`src/rtl/route_pkg.sv`:
```
// Shared constants, entry layout and state encoding for the route sequencer.
package route_pkg;

    localparam logic [2:0] ACT_FOLLOW = 3'b000;
    localparam logic [2:0] ACT_TURN_R = 3'b001;
    localparam logic [2:0] ACT_TURN_L = 3'b011;
    localparam logic [2:0] ACT_GO_ST  = 3'b110;
    localparam logic [2:0] ACT_STOP   = 3'b111;

    localparam logic [1:0] MAG_HOLD   = 2'b00;
    localparam logic [1:0] MAG_ON     = 2'b01;
    localparam logic [1:0] MAG_OFF    = 2'b10;
    localparam logic [1:0] MAG_TOGGLE = 2'b11;

    localparam int ENTRY_W = 9;
    localparam int ACT_MSB = 8;
    localparam int ACT_LSB = 6;
    localparam int MAG_MSB = 5;
    localparam int MAG_LSB = 4;
    localparam int LED_MSB = 3;
    localparam int LED_LSB = 0;

    typedef enum logic [2:0] {
        S_IDLE,
        S_LAUNCH,
        S_FOLLOW,
        S_ISSUE,
        S_EXEC,
        S_FINISH
    } state_t;

    // Unknown action codes fall back to go-straight.
    function automatic logic [2:0] norm_action(input logic [2:0] code);
        logic [2:0] res;
        case (code)
            ACT_FOLLOW, ACT_TURN_R, ACT_TURN_L, ACT_GO_ST, ACT_STOP: res = code;
            default: res = ACT_GO_ST;
        endcase
        return res;
    endfunction

    function automatic logic apply_magnet(input logic cur, input logic [1:0] op);
        logic res;
        case (op)
            MAG_ON:     res = 1'b1;
            MAG_OFF:    res = 1'b0;
            MAG_TOGGLE: res = ~cur;
            default:    res = cur;
        endcase
        return res;
    endfunction

endpackage

```
`src/rtl/route_sequencer_if.sv`:
```
// Action handshake between the route sequencer and the motion block.
interface route_sequencer_if;

    logic       act_valid;
    logic [2:0] act_code;
    logic       act_ready;
    logic       turn_done;

    modport master (
        output act_valid,
        output act_code,
        input  act_ready,
        input  turn_done
    );

    modport slave (
        input  act_valid,
        input  act_code,
        output act_ready,
        output turn_done
    );

endinterface

```
`src/rtl/node_debouncer.sv`:
```
// Node detector: DEBOUNCE consecutive all-on-line samples, armed only after
// the sensors have seen something other than a full line.
module node_debouncer #(
    parameter int DEBOUNCE = 8
) (
    input  logic       clk,
    input  logic       rst,
    input  logic       clr,
    input  logic [2:0] adc_data,
    output logic       node_hit
);

    localparam int CW = $clog2(DEBOUNCE + 1);

    logic [CW-1:0] count;
    logic          rearm;
    logic          on_line;

    assign on_line = (adc_data == 3'b111);

    always_ff @(posedge clk) begin
        if (rst || clr) begin
            count <= '0;
            rearm <= 1'b0;
        end else begin
            if (!on_line) begin
                rearm <= 1'b1;
            end
            if (rearm && on_line) begin
                if (count != CW'(DEBOUNCE)) begin
                    count <= count + 1'b1;
                end
            end else begin
                count <= '0;
            end
        end
    end

    // Combinational so the owner reacts on the edge of the final sample.
    assign node_hit = rearm && on_line && (count == CW'(DEBOUNCE - 1));

endmodule

```
`src/rtl/route_sequencer.sv`:
```
// Route controller: steps through a host-loaded action table, one entry per
// debounced line node, handing actions to the motion block.
module route_sequencer
    import route_pkg::*;
#(
    parameter  int DEPTH    = 16,
    parameter  int DEBOUNCE = 8,
    localparam int AW       = $clog2(DEPTH)
) (
    input  logic               clk,
    input  logic               rst,
    input  logic               cfg_we,
    input  logic [AW-1:0]      cfg_addr,
    input  logic [ENTRY_W-1:0] cfg_data,
    input  logic [AW:0]        cfg_len,
    input  logic               start,
    input  logic [2:0]         adc_data,
    route_sequencer_if.master  act,
    output logic               elctr_o,
    output logic [3:0]         led,
    output logic [AW-1:0]      pos,
    output logic               busy,
    output logic               done
);

    state_t state;
    state_t state_n;

    logic [ENTRY_W-1:0] route_tbl [DEPTH];
    logic [AW:0]        len;
    logic [ENTRY_W-1:0] entry;
    logic [2:0]         entry_act;
    logic               last;
    logic               node_hit;
    logic               clr;

    logic [AW-1:0] pos_n;
    logic          elctr_n;
    logic [3:0]    led_n;
    logic [2:0]    act_code_n;

    assign entry     = route_tbl[pos];
    assign entry_act = norm_action(entry[ACT_MSB:ACT_LSB]);
    assign last      = ({1'b0, pos} == (len - 1'b1));
    // Holding the detector cleared outside FOLLOW guarantees a fresh rearm per node.
    assign clr       = (state != S_FOLLOW);

    node_debouncer #(
        .DEBOUNCE(DEBOUNCE)
    ) u_debouncer (
        .clk      (clk),
        .rst      (rst),
        .clr      (clr),
        .adc_data (adc_data),
        .node_hit (node_hit)
    );

    always_ff @(posedge clk) begin
        if (state == S_IDLE && cfg_we) begin
            route_tbl[cfg_addr] <= cfg_data;
        end
    end

    always_ff @(posedge clk) begin
        if (state == S_IDLE && start && cfg_len != '0) begin
            len <= cfg_len;
        end
    end

    always_ff @(posedge clk) begin
        if (rst) begin
            state <= S_IDLE;
        end else begin
            state <= state_n;
        end
    end

    always_comb begin
        state_n    = state;
        pos_n      = pos;
        elctr_n    = elctr_o;
        led_n      = led;
        act_code_n = act.act_code;
        case (state)
            S_IDLE: begin
                if (start && cfg_len != '0) begin
                    state_n = S_LAUNCH;
                    pos_n   = '0;
                end
            end
            S_LAUNCH: begin
                if (act.act_ready) begin
                    state_n = S_FOLLOW;
                end
            end
            S_FOLLOW: begin
                if (node_hit) begin
                    state_n = S_ISSUE;
                    elctr_n = apply_magnet(elctr_o, entry[MAG_MSB:MAG_LSB]);
                    led_n   = entry[LED_MSB:LED_LSB];
                end
            end
            S_ISSUE: begin
                if (act.act_ready) begin
                    state_n = (entry_act == ACT_STOP && last) ? S_FINISH : S_EXEC;
                end
            end
            S_EXEC: begin
                if (act.turn_done) begin
                    state_n = S_LAUNCH;
                    pos_n   = last ? '0 : pos + 1'b1;
                end
            end
            S_FINISH: begin
                state_n = S_IDLE;
            end
            default: begin
                state_n = S_IDLE;
            end
        endcase
        if (state_n == S_LAUNCH) begin
            act_code_n = ACT_FOLLOW;
        end else if (state_n == S_ISSUE) begin
            act_code_n = entry_act;
        end
    end

    // Outputs are registered from the next-state decode so they line up with state.
    always_ff @(posedge clk) begin
        if (rst) begin
            act.act_valid <= 1'b0;
            act.act_code  <= ACT_FOLLOW;
            elctr_o       <= 1'b0;
            led           <= '0;
            pos           <= '0;
            busy          <= 1'b0;
            done          <= 1'b0;
        end else begin
            act.act_valid <= (state_n == S_LAUNCH) || (state_n == S_ISSUE);
            act.act_code  <= act_code_n;
            elctr_o       <= elctr_n;
            led           <= led_n;
            pos           <= pos_n;
            busy          <= (state_n != S_IDLE);
            done          <= (state_n == S_FINISH);
        end
    end

endmodule

```
`src/flat_wrapper.sv`:
```
// flat-port wrapper written by rule: the top's interface ports become plain ports
module route_sequencer_flat import route_pkg::*;
#(
    parameter  int DEPTH    = 16,
    parameter  int DEBOUNCE = 8,
    localparam int AW       = $clog2(DEPTH)
)
  (clk, rst, cfg_we, cfg_addr, cfg_data, cfg_len, start, adc_data, elctr_o, led, pos, busy, done, act_act_valid, act_act_code, act_act_ready, act_turn_done);
  route_sequencer_if act_i ();
  input  logic clk;
  input  logic rst;
  input  logic cfg_we;
  input  logic [AW-1:0] cfg_addr;
  input  logic [ENTRY_W-1:0] cfg_data;
  input  logic [AW:0] cfg_len;
  input  logic start;
  input  logic [2:0] adc_data;
  output logic elctr_o;
  output logic [3:0] led;
  output logic [AW-1:0] pos;
  output logic busy;
  output logic done;
  output wire logic [$bits(act_i.act_valid)-1:0] act_act_valid;
  output wire logic [$bits(act_i.act_code)-1:0] act_act_code;
  input wire logic [$bits(act_i.act_ready)-1:0] act_act_ready;
  input wire logic [$bits(act_i.turn_done)-1:0] act_turn_done;
  assign act_act_valid = act_i.act_valid;
  assign act_act_code = act_i.act_code;
  assign act_i.act_ready = act_act_ready;
  assign act_i.turn_done = act_turn_done;
  route_sequencer #(.DEPTH(DEPTH), .DEBOUNCE(DEBOUNCE)) u_core (.clk(clk), .rst(rst), .cfg_we(cfg_we), .cfg_addr(cfg_addr), .cfg_data(cfg_data), .cfg_len(cfg_len), .start(start), .adc_data(adc_data), .act(act_i), .elctr_o(elctr_o), .led(led), .pos(pos), .busy(busy), .done(done));
endmodule
```
`config.mk`:
```
export PLATFORM = sky130hd
export DESIGN_NAME = route_sequencer_flat
export DESIGN_NICKNAME = d
export VERILOG_FILES = /design/src/rtl/route_pkg.sv /design/src/rtl/route_sequencer_if.sv /design/src/rtl/node_debouncer.sv /design/src/rtl/route_sequencer.sv /design/src/flat_wrapper.sv
export SDC_FILE = /design/constraint.sdc
export NUM_CORES = 1
export LEC_CHECK = 0
export ABC_CLOCK_PERIOD_IN_PS = 2610
export BUFFER_PORTS_ARGS = -buffer_cell sky130_fd_sc_hd__buf_2
export CORE_UTILIZATION = 54
export DETAILED_ROUTE_END_ITERATION = 16
export PLACE_DENSITY = 0.83
export SLEW_MARGIN = 10
export SYNTH_ARGS = -nofsm -noshare
export SYNTH_HDL_FRONTEND = slang
export SYNTH_SLANG_ARGS = --single-unit
```
`constraint.sdc`:
```
create_clock -name clk -period 2.61 [get_ports clk]
set_clock_uncertainty 0.2 [all_clocks]
set_input_delay 0.261 -clock clk [delete_from_list [all_inputs] [get_ports clk]]
set_output_delay 0.261 -clock clk [all_outputs]
set_load 0.01 [all_outputs]
```
==> run_results.csv, run 1 <==
group,metric,value,unit
power,p_total,6340,µW
synth,synth.distinct_cells,48,
power,cellPowerDensity,757,nW/µm²
detailed_routing,vias,4029,
finish,multi_input_area,1920,µm²
placed_design,gp_congestion,0.935,
global_routing,overflow,0,
die,core,12700,µm²
die,io_pins,42,
finish,seq_area,5020,µm²
synth,synth.yosys.seq_area_share,70.9,%
run,cap_violations,0,
sta,setup_viol,0,
die,dieArea,13600,µm²
synth,avgSynthCellArea,17.8,µm²
global_routing,grt_pass1_wl,22800,µm
finish,fillers,818,
detailed_routing,drt-initial-drc-count,511,
placed_design,dp_hpwl,9550,µm
sta,period_minus_slack,2.46,ns
cts,clk_pin_slew,0.06,ns
sta,tightest_slew,0.452,ns
sta,max_clock_freq,0.407,GHz
setup_path,worst-setup-path-type,"primary input to register",
synth,ys_warn_count,0,
cts,cts.sinks,176,
setup_path,critPathMaxFanout,8,
setup_path,crit_path_end_kind,"register",
detailed_routing,drcViolationCount,0,
finish,design_area,8370,µm²
sta,drv_slew,0,
die,start_util,55.6,%
cts,cts_made_buffers,17,
cts,clkLatencyLatePin,0.43,ns
placed_design,placed_area,7640,µm²
setup_path,cpPeakStageDelay,0.53,ns
setup_path,critical_path.cell_chain,"dlygate4sd3_1, buf_2, or4_1, o211a_1, a31oi_2, buf_4, nor3b_1, o21ai_0, a21oi_1",
finish,fin_util,65.8,%
detailed_routing,routed_via_density,6.04,
setup_path,cp-startpoint,"cfg_len[0]",
cts,tritoncts,"yes",
synth,synth_ff_type,"edfxtp_1",
global_routing,antenna_found_initial,0,
setup_path,crit_arrival,2.55,ns
finish,antenna_cells,0,
synth,synthesis.area,7080,µm²
die,die_x,116,µm
detailed_routing,final_antenna_net_count,0,
global_routing,grt_use_total,24.3,%
sta,hold_viol,0,
die,die_y,116,µm
setup_path,reg2reg_slack,0.22,ns
placed_design,portBuffers,41,
finish,layout_commonest_cell,"edfxtp_1",
worst_hold_path,min_path_type,"primary input to register",
outcome,status,"finished, final reports clean",
cts,h-tree-depth,4,
finish,layout_common_cells,"edfxtp_1, buf_2, nor2_1",
setup_path,reg2reg_depth,6,
detailed_routing,routed_wl,14800,µm
sta,post-route-period-util,94.1,%
synth,async_flop_share,0,%
sta,rsz0062_at_grt,"false",
power,peakVddDrop,0.517,mV
synth,netlist_top_cells_area,"edfxtp_1, dfxtp_1, mux4_2",
cts,clk_path_buf_depth,2,
synth,synth_seq_cells,176,
synth,synth_edf_count,149,
die,fp-row-count,41,
finish,area_delta_synth_final,18.3,%
detailed_routing,drt_pass1_iterations,5,
finish,final_nets,514,
synth,synth_top_cell_by_area,"edfxtp_1",
setup_path,worstPathRequired,2.70,ns
power,power_leakage,0.00282,µW
setup_path,worstSetupStartpointType,"primary input",
global_routing,grt_max_degree,34,
sta,max-slew-margin-rel,69.1,%
cts,cts_root_buf,"clkbuf_16",
synth,yosysTopAreaCellShare,63.2,%
detailed_routing,wire_per_inst,22.2,µm
setup_path,rr_endpoint,"u_core.done$_SDFF_PP0_",
finish,drive_above_1_share,25.7,%
sta,finalSetupTns,0,ns
setup_path,cp_slowest_cell,"dlygate4sd3_1",
synth,synth_fp_nets,429,
synth,synthCells,398,
global_routing,grt_pass1_vias,4054,
==> cell usage after synthesis, drive strengths merged, types with 2 or more instances <==
cell type,number
a21oi,8
a221oi,6
a22oi,3
a31oi,2
and2,2
buf,9
clkbuf,5
dfxtp,27
edfxtp,149
ha,4
inv,9
mux2i,16
mux4,36
nand2,15
nand2b,6
nand3,3
nand3b,3
nand4,2
nor2,38
nor2b,4
nor3,11
nor3b,3
nor4,3
o211a,3
o211ai,3
o21ai,6
or4,2
xnor2,6
xor2,2
==> how the worst min path moves through the flow <==
stage / to / cells past startpoint / slack, ns / startpoint
5_1_grt: u_core.route_tbl[6][8]$_DFFE_PP_ / 1 / 0.01 / cfg_data[8]
3_5_place_dp: u_core.len[4]$_DFFE_PP_ / 1 / 0.25 / cfg_len[4]
6_report: u_core.route_tbl[9][3]$_DFFE_PP_ / 1 / 0.01 / cfg_data[3]
3_3_place_gp: u_core.len[0]$_DFFE_PP_ / 1 / 0.25 / cfg_len[0]
4_1_cts: u_core.u_debouncer.rearm$_SDFFE_PP0P_ / 4 / 0.0009 / adc_data[1]
2_1_floorplan: u_core.len[0]$_DFFE_PP_ / 0 / 0.16 / cfg_len[0]
==> area by class of cell <==
type | instances | share of cell area, %
repair buffers | 80 | 6.49
well taps | 172 | 2.57
inverters | 9 | 0.404
clock buffers | 19 | 5.17
flip-flops and latches | 176 | 59.9
clock inverters | 12 | 2.54
multi-input cells | 199 | 22.9
==> report_power, final <==
group	internal (µW)	leakage (µW)	switching [µW]
sequential	3120	0.00157	36.4
combinational	172	0.000951	245
clock	1780	0.000306	988
==> logic make-up after synthesis <==
| group | synth area share (%) |
|---|---|
| xor gates and xnor gates | 0.990 |
| AOI/OAI and AO/OA | 4.16 |
| buffers and inverters | 2.10 |
| adders and majority gates | 0.707 |
| and+or+nand+nor | 6.60 |
| DFF | 70.9 |
| muxes | 14.6 |
==> sequential cells by signal, summed over array words and instances, names as in the netlist, named ones only <==
name and count:
u_core.act.act_code 3, u_core.act.act_valid 1, u_core.busy 1, u_core.done 1
u_core.elctr_o 1, u_core.led 4, u_core.len 5, u_core.pos 4
u_core.route_tbl 144, u_core.state 3, u_core.u_debouncer.count 4, u_core.u_debouncer.rearm 1
==> stage by stage <==
step	instances	hold slack, ns	setup slack (ns)
6_report	667	0.0126	0.153
5_1_grt	667	0.0145	0.0180
4_1_cts	667	0.000893	0.115
3_5_place_dp	628	0.250	0.215
3_3_place_gp	628	0.251	0.329
2_1_floorplan	398	0.160	0.167
==> critical path, delay by kind of cell <==
kind            cells  cell delay [ns]
buf+inv             3             0.87
compound gates      4             0.85
simple gates        2             0.57
==> routing by layer <==
metal	vias up	part of all wire (%)	GRT usage (%)
li1	1767	-	-
met3	40	6.6	5.55
met4	0	2.8	11.8
met5	-	0	0
met2	215	50	40.4
met1	2007	41	30.1
==> timing repair <==
| item | in CTS | in global routing |
|---|---|---|
| setup buffers | 0 | 0 |
| hold endpoints to repair | 24 | 0 |
| resized for setup | 0 | 1 |
| setup endpoints to repair | 0 | 2 |
| hold buffers | 8 | 0 |
No activity file was read; power rests on OpenSTA's default activity.
==> run 2, diff against run 1 <==
PLACE_DENSITY = unset   (was 0.83)
PLACE_DENSITY_LB_ADDON = 0.08   (was unset)
==> run 2 against run 1 <==
Combinational power grew 2%. Global-route usage down 2.5 points. Core utilization grew 0.26 points. Routed wire length is 9.0% lower. Critical path type unchanged. Largest cell class unchanged. Highest routed layer unchanged.
==> run_results.csv, run 2 (synthesis results as in run 1) <==
group,metric,value,unit
run,cap_violations,0,
die,die_y,116,µm
sta,setup_viol,0,
setup_path,cp_slowest_cell,"dlygate4sd3_1",
cts,clk_pin_slew,0.06,ns
detailed_routing,final_antenna_net_count,0,
finish,antenna_cells,0,
die,die_x,116,µm
setup_path,reg2reg_slack,0.26,ns
setup_path,critPathMaxFanout,11,
global_routing,antenna_found_initial,0,
finish,layout_common_cells,"edfxtp_1, buf_2, nor2_1",
cts,clkLatencyLatePin,0.43,ns
power,clock_power_share,42.3,%
setup_path,crit_arrival,2.56,ns
setup_path,crit_path_end_kind,"register",
finish,largest_register,"u_core.route_tbl",
setup_path,worstPathRequired,2.76,ns
detailed_routing,drt-initial-drc-count,264,
setup_path,cp_top_family,"compound AO/OA/AOI/OAI gates",
sta,max_clock_freq,0.414,GHz
finish,fillers,900,
placed_design,gp_congestion,0.783,
outcome,status,"finished, final reports clean",
placed_design,place_ws,0.196,ns
global_routing,grt_use_total,21.7,%
finish,seq_area,5020,µm²
power,internal_power,4900,µW
sta,setup_slack,0.196,ns
setup_path,rr_endpoint,"u_core.elctr_o$_SDFFE_PP0P_",
detailed_routing,vias,3828,
power,share_comb_of_total_power,6.8,%
setup_path,worstSetupStartpointType,"primary input",
setup_path,worst-setup-path-type,"primary input to register",
power,switchingPower,1290,µW
finish,drive_above_1_share,26.1,%
power,seqPwrFrac,50.8,%
setup_path,cp_num_cells,8,
global_routing,grt_max_degree,19,
power,cellPowerDensity,737,nW/µm²
die,dieArea,13600,µm²
die,fp-row-count,41,
sta,finalSetupTns,0,ns
detailed_routing,routed_via_density,5.68,
sta,hold_viol,0,
cts,cts_made_buffers,17,
worst_hold_path,min_path_type,"primary input to register",
power,power_leakage,0.00284,µW
finish,final_nets,520,
finish,reg.largest.list,"u_core.route_tbl x144, u_core.len x5",
cts,cts.sinks,176,
setup_path,critical_path.cell_chain,"dlygate4sd3_1, buf_2, or4_1, o211a_1, a31oi_4, o211ai_1, a21o_1, nor3_1",
finish,fin_util,66.0,%
die,core,12700,µm²
sta,post-route-period-util,92.5,%
worst_hold_path,whs_path_depth,1,
sta,hold_ws,0.0139,ns
detailed_routing,routed_wl,13500,µm
setup_path,reg2reg_depth,5,
global_routing,grt_pass1_vias,3653,
placed_design,portBuffers,41,
cts,h-tree-depth,4,
sta,rsz0062_at_grt,"false",
power,peakVddDrop,0.407,mV
sta,tightest_slew,0.431,ns
sta,drv_slew,0,
power,netSwitchingFraction,20.9,%
sta,max-slew-margin-rel,71.2,%
die,start_util,55.6,%
placed_design,dp_hpwl,8830,µm
setup_path,crit_buf_inv,2,
setup_path,endpoint,"u_core.act.act_code[2]$_SDFFE_PP0N_",
finish,area_delta_synth_final,18.7,%
finish,multi_input_area,1920,µm²
detailed_routing,drt_pass1_iterations,5,
cts,cts_root_buf,"clkbuf_16",
setup_path,cp-startpoint,"cfg_len[0]",
detailed_routing,drcViolationCount,0,
die,io_pins,42,
finish,largest_reg_flops,144,
finish,layout_commonest_cell,"edfxtp_1",
cts,tritoncts,"yes",
cts,clk_path_buf_depth,2,
setup_path,cpPeakStageDelay,0.55,ns
global_routing,grt_pass1_wl,20200,µm
global_routing,overflow,0,
detailed_routing,wire_per_inst,20.0,µm
sta,period_minus_slack,2.41,ns
-- run 2: cell count changes in the layout (fill, tap and decap cells not counted), moves of 2 or more --
cell | before | now
bufinv_16 | 6 | 4
dlygate4sd3_1 | 8 | 12
clkinv_2 | 0 | 2
buf_4 | 29 | 31
clkinv_4 | 0 | 3
-- run 2: metal layers --
| metal | vias up | global-route usage (%) | wire (µm) |
|---|---|---|---|
| met5 | - | 0 | 0 |
| met4 | 0 | 10.4 | 271 |
| met3 | 22 | 4.83 | 567 |
| met2 | 101 | 33.7 | 6520 |
| met1 | 1919 | 29.5 | 6120 |
| li1 | 1786 | - | - |
-- run 2: per-stage QoR --
stage               std cells  cell area (µm²)  total power, µW
floorplan                 398             7080             3460
global placement          630             7650             3600
detailed placement        630             7650             3610
CTS                       674             8390             6230
global route              674             8400             6390
finish                    674             8400             6190
-- run 2: timing repair --
action	4_1_cts	5_1_grt
hold buffers	12	0
setup buffers	0	0
hold endpoints to repair	75	0
setup endpoints to repair	0	5
gates resized for setup	0	1
-- run 2: layout make-up --
| class | count | area share (%) |
|---|---|---|
| flip-flops and latches | 176 | 59.7 |
| multi-input cells | 199 | 22.9 |
| repair buffers | 86 | 7.12 |
| clock buffers | 18 | 5.11 |
| well taps | 172 | 2.56 |
| clock inverters | 14 | 2.25 |
| inverters | 9 | 0.402 |
-- run 2: power groups by stage --
| stage | Combinational, µW | Clock (µW) | Sequential [µW] |
|---|---|---|---|
| 2_1_floorplan | 254 | 0 | 3200 |
| 5_1_grt | 464 | 2780 | 3150 |
| 4_1_cts | 420 | 2660 | 3150 |
| 3_3_place_gp | 396 | 0 | 3200 |
| 6_report | 424 | 2620 | 3150 |
| 3_5_place_dp | 404 | 0 | 3210 |
-- run 2: worst min path at each step --
stage                start                                end
3_3_place_gp    cfg_len[2]            u_core.len[2]$_DFFE_PP_
4_1_cts        cfg_data[8]  u_core.route_tbl[14][8]$_DFFE_PP_
2_1_floorplan   cfg_len[0]            u_core.len[0]$_DFFE_PP_
6_report       cfg_data[8]  u_core.route_tbl[14][8]$_DFFE_PP_
3_5_place_dp    cfg_len[4]            u_core.len[4]$_DFFE_PP_
5_1_grt        cfg_data[0]   u_core.route_tbl[8][0]$_DFFE_PP_
